`src/rtl/servo_arbiter.sv`:
```
// servo_arbiter: round-robin sharing of one pen-lift servo controller between NUM_REQ requesters.
// Optional feature macro SERVO_ARB_SKIP_REDUNDANT_EN: skip the servo handshake when the target equals the last reached position.
module servo_arbiter #(
    parameter int NUM_REQ = 2,
    parameter int POS_W   = 1,
    localparam int ID_W   = (NUM_REQ > 1) ? $clog2(NUM_REQ) : 1
) (
    input  logic                     clk,
    input  logic                     reset,
    input  logic                     clk_en,
    input  logic [NUM_REQ-1:0]       req,
    input  logic [NUM_REQ*POS_W-1:0] req_pos,
    output logic [NUM_REQ-1:0]       done,
    output logic                     busy,
    output logic [ID_W-1:0]          grant_id,
    output logic                     srv_trigger,
    output logic [POS_W-1:0]         srv_pos,
    input  logic                     srv_rdy
);
    typedef enum logic [1:0] {IDLE, ISSUE, WAIT, DONE} state_t;

    localparam logic [NUM_REQ-1:0] ONE_HOT0 = NUM_REQ'(1);
    localparam logic [ID_W:0]      NUM_EXT  = (ID_W+1)'(NUM_REQ);
    localparam logic [ID_W-1:0]    LAST_ID  = ID_W'(NUM_REQ-1);

    state_t           state_reg;
    logic [ID_W-1:0]  rr_reg;
    logic [POS_W-1:0] pos_arr [NUM_REQ];
    logic [ID_W-1:0]  pick;
    logic             found;
    logic [ID_W:0]    idx;
    logic [POS_W-1:0] pick_pos;
    logic [ID_W-1:0]  rr_next;
    logic             skip;

    for (genvar gi = 0; gi < NUM_REQ; gi++) begin : g_pos
        assign pos_arr[gi] = req_pos[gi*POS_W +: POS_W];
    end

    // Walk offsets from the highest down so the requester closest to rr_reg wins.
    always_comb begin
        found = 1'b0;
        pick  = '0;
        idx   = '0;
        for (int k = NUM_REQ - 1; k >= 0; k--) begin
            idx = {1'b0, rr_reg} + (ID_W+1)'(k);
            if (idx >= NUM_EXT) begin
                idx = idx - NUM_EXT;
            end
            if (req[idx[ID_W-1:0]]) begin
                found = 1'b1;
                pick  = idx[ID_W-1:0];
            end
        end
    end

    assign pick_pos = pos_arr[pick];
    assign rr_next  = (grant_id == LAST_ID) ? '0 : grant_id + 1'b1;

`ifdef SERVO_ARB_SKIP_REDUNDANT_EN
    logic [POS_W-1:0] cur_pos_reg;
    logic             pos_valid_reg;

    assign skip = pos_valid_reg && (pick_pos == cur_pos_reg);

    // Position the servo last reported reaching; cleared by reset so the first move is never skipped.
    always_ff @(posedge clk or negedge reset) begin
        if (!reset) begin
            cur_pos_reg   <= '0;
            pos_valid_reg <= 1'b0;
        end else if (clk_en && state_reg == WAIT && srv_rdy) begin
            cur_pos_reg   <= srv_pos;
            pos_valid_reg <= 1'b1;
        end
    end
`else
    assign skip = 1'b0;
`endif

    always_ff @(posedge clk or negedge reset) begin
        if (!reset) begin
            state_reg   <= IDLE;
            rr_reg      <= '0;
            done        <= '0;
            busy        <= 1'b0;
            grant_id    <= '0;
            srv_trigger <= 1'b0;
            srv_pos     <= '0;
        end else if (clk_en) begin
            case (state_reg)
                IDLE: begin
                    if (srv_rdy && found) begin
                        grant_id <= pick;
                        srv_pos  <= pick_pos;
                        busy     <= 1'b1;
                        if (skip) begin
                            done      <= ONE_HOT0 << pick;
                            state_reg <= DONE;
                        end else begin
                            srv_trigger <= 1'b1;
                            state_reg   <= ISSUE;
                        end
                    end
                end
                ISSUE: begin
                    if (!srv_rdy) begin
                        srv_trigger <= 1'b0;
                        state_reg   <= WAIT;
                    end
                end
                WAIT: begin
                    if (srv_rdy) begin
                        done      <= ONE_HOT0 << grant_id;
                        state_reg <= DONE;
                    end
                end
                DONE: begin
                    done      <= '0;
                    busy      <= 1'b0;
                    rr_reg    <= rr_next;
                    state_reg <= IDLE;
                end
                default: state_reg <= IDLE;
            endcase
        end
    end
endmodule

```
`config.mk`:
```
export PLATFORM = sky130hd
export DESIGN_NAME = servo_arbiter
export DESIGN_NICKNAME = d
export VERILOG_FILES = /design/src/rtl/servo_arbiter.sv
export SDC_FILE = /design/constraint.sdc
export NUM_CORES = 1
export LEC_CHECK = 0
export CORE_AREA = 5 5 42 44
export CTS_CLUSTER_DIAMETER = 200
export DETAILED_ROUTE_END_ITERATION = 8
export DIE_AREA = 0 0 47 49
export HOLD_SLACK_MARGIN = 0.03
export PLACE_DENSITY = 0.73
export SLEW_MARGIN = 40
export SYNTH_ARGS = -nofsm -noshare
export SYNTH_HDL_FRONTEND = slang
export SYNTH_SLANG_ARGS = --single-unit
```
`constraint.sdc`:
```
create_clock -name clk -period 3 [get_ports clk]
set_clock_uncertainty 0.05 [all_clocks]
set_input_delay 0.3 -clock clk [delete_from_list [all_inputs] [get_ports clk]]
set_output_delay 0.3 -clock clk [all_outputs]
set_load 0.02 [all_outputs]
```
==> results by group <==
Yosys
  • Post-synthesis instance total: 48
  • Avg Inst Size Synth: 10.66 µm²
  • Largest family of logic cells by synthesized area: compound AO/OA/AOI/OAI gates
  • Number of enable flip-flop cells after synthesis: 0
  • Yosys warns: 0
  • Seq/Total Area, Yosys: 0.4401
  • Number of distinct library cells after synthesis: 20
  • Synth Area in Compound Gates: 0.2714
  • Xor and xnor fraction of the mapped netlist area: 0
  • Post-Synth Adder-Cell Area: 0.09780
  • Mapped Area: 511.7 µm²
  • Synth Area in Simple Gates: 0.1247
  • Post-synthesis net count: 60
  • Mux share of post-synthesis cell area: 0.02934
  • Prevailing post-synth register cell: dfrtp_1
  • Ys async rst share: 1.000
  • FF+latch count, synth: 9

Pwr
  • Sw Ratio: 0.3834
  • P_int: 0.4100 mW
  • Peak VDD IR: 0.0004096 V
  • Combinational power share: 0.523
  • NetSw: 0.2550 mW
  • Clock Power Share: 0.137
  • LEAKAGE: 0.2971 nW
  • Power per cell area: 966.4 mW/mm²
  • Reg power frac: 0.340

Placement
  • GPL Wtd Cong: 0.8057
  • Place WS: 1.093 ns
  • Detail Placement HPWL: 854.5 µm
  • Post-DP Area: 661.9 µm²
  • Number of port buffers: 13

Setup path
  • Worst Reg-to-Reg Cells: 5
  • CP Capture Type: flip-flop
  • WS Path Type: flip-flop to flip-flop
  • Worst-path fanout max: 4
  • Req. time, crit path: 3.09 ns
  • CP startpoint kind: flip-flop
  • CP arrival: 1.82 ns

STA
  • Least-Margin Pin Slew: 0.4285 ns
  • Worst hold slack: 0.3015 ns
  • Endpoints failing setup: 0
  • Final Cycle Share: 0.5794
  • Minimum clock period: 1.738 ns
  • Max Freq: 575.4 MHz
  • Final setup margin: 1.262 ns
  • Slew HR: 0.7135
  • RSZ-0062 raised after global routing: no
  • Max-slew violation count: 0
  • Final hold vios: 0
  • Sum of negative setup slack: 0 ns

Floorplan
  • Die extent in x: 47 µm
  • Ports: 14
  • Initial Util: 0.3652
  • Die area: 0.002303 mm²
  • # rows: 14
  • Core region area: 0.001401 mm²
  • DIE HEIGHT: 49 µm

Route
  • Final WL: 1094 µm
  • Initial DRT Pass Iterations: 4
  • DRT antenna net count: 0
  • DR WL/cell: 13.51 µm
  • Via density: 5.074
  • DRC viols: 0
  • Routed via count: 411
  • Iteration-0 DRC Markers: 10

Clock network
  • Clk pin slew, worst setup/hold paths: 0.06 ns
  • CTS sink cnt: 9
  • Number of clock buffers inserted by TritonCTS: 3
  • Max Root-Sink Buffers: 2
  • Postcts setup bufs: 0
  • CTS Hold Bufs: 0
  • Clock Tree Root: clkbuf_4
  • TritonCTS clock tree: done
  • Cts repair resizes: 0
  • Number of H-tree levels: 1
  • Worst-Skew Late Latency: 0.25 ns

Outcome
  • Outcome: finished clean

Global routing
  • Initial antenna violation count: 0
  • GR Overflow Total: 0
  • Vias in the first global route: 421
  • All-Layer GR Usage: 0.1106
  • Pin count of the biggest net entering global routing: 10
  • First-pass GRT wire length: 1807 µm

Cells and area
  • Design area: 688.2 µm²
  • Layout area overhead: 34.47%
  • Layout cell share with drive strength beyond 1: 0.1231
  • Fill cells: 138
  • # diodes: 0
  • Finished Core Util: 0.4911
  • Final net count: 78

Job
  • MaxCap Viol Count: 0

Min path
  • Min-Delay Path Class: input pin to async pin
kinds of logic after synthesis:
group                      Yosys count
buffers and inverters                5
AOI/OAI and AO/OA                   16
and+or+nand+nor                     13
muxes                                1
adders and majority gates            4
DFF                                  9
synthesized netlist by cell type, drive strengths merged (2+ instances only):
cell | n | area [µm²]
nand2 | 2 | 7.510
a21oi | 2 | 10.01
nor2 | 4 | 15.01
inv | 5 | 18.77
nand3 | 3 | 15.01
nand2b | 2 | 12.51
dfrtp | 9 | 225.2
ha | 4 | 50.05
o2bb2ai | 2 | 17.52
a2bb2oi | 2 | 17.52
o21ai | 5 | 28.78
critical path, stage by stage (launching register included):
cell and delay, ns:
dfrtp_1 0.40, inv_1 0.08, ha_1 0.24, nor2b_1 0.17, a2111oi_4 0.36, mux2_4 0.33
power by group through the flow:
stage | clock network, mW | registers [mW] | logic [mW]
final | 0.0910 | 0.226 | 0.348
after global placement | 0 | 0.226 | 0.342
after CTS | 0.0955 | 0.226 | 0.350
after detailed placement | 0 | 0.227 | 0.349
after global routing | 0.106 | 0.234 | 0.378
after floorplan | 0 | 0.265 | 0.181
worst paths after layout:
check | from | to | slack, ns
worst max-delay path | state_reg[0]$_DFFE_PN0P_ | state_reg[1]$_DFFE_PN0P_ | 1.26
worst min-delay path | reset | srv_pos$_DFFE_PN0P_ | 0.30
worst max register to register | state_reg[0]$_DFFE_PN0P_ | state_reg[1]$_DFFE_PN0P_ | 1.26
worst min register to register | rr_reg$_DFFE_PN0P_ | rr_reg$_DFFE_PN0P_ | 0.42
max in group asynchronous | reset | state_reg[0]$_DFFE_PN0P_ | 2.30
min in group clk | rr_reg$_DFFE_PN0P_ | rr_reg$_DFFE_PN0P_ | 0.42
placed cells by master (no fill, tap or decap), drive strengths merged, types with 2 or more instances in the layout:
master         Yosys  final
nand2b             2      2
nand2              2      2
inv                5      5
a2bb2oi            2      2
o21ai              5      5
o2bb2ai            2      2
ha                 4      4
nor2               4      4
clkbuf             0      4
dfrtp              9      9
a21oi              2      2
nand3              3      3
clkdlybuf4s50      0     13
layout make-up:
| class | instances | area (µm²) | share of cell area |
|---|---|---|---|
| inverters | 5 | 18.77 | 0.02727 |
| multi-input cells | 34 | 267.8 | 0.3891 |
| repair buffers | 13 | 130.1 | 0.1891 |
| well taps | 16 | 20.02 | 0.02909 |
| flip-flops and latches | 9 | 225.2 | 0.3273 |
| clock buffers | 4 | 26.28 | 0.03818 |
through the flow:
step                power, mW  instances
finish                 0.6650         81
global route           0.7187         81
floorplan              0.4457         48
global placement       0.5677         77
detailed placement     0.5767         77
CTS                    0.6717         81
layer usage:
| layer | part of all wire | global-route usage | vias to the layer above |
|---|---|---|---|
| met5 | 0 | 0 | - |
| met4 | 0.013 | 0.05530 | 0 |
| met2 | 0.49 | 0.1606 | 6 |
| met1 | 0.46 | 0.1442 | 194 |
| met3 | 0.032 | 0.03321 | 2 |
| li1 | - | - | 209 |
Power figures use the tool's default switching activity.
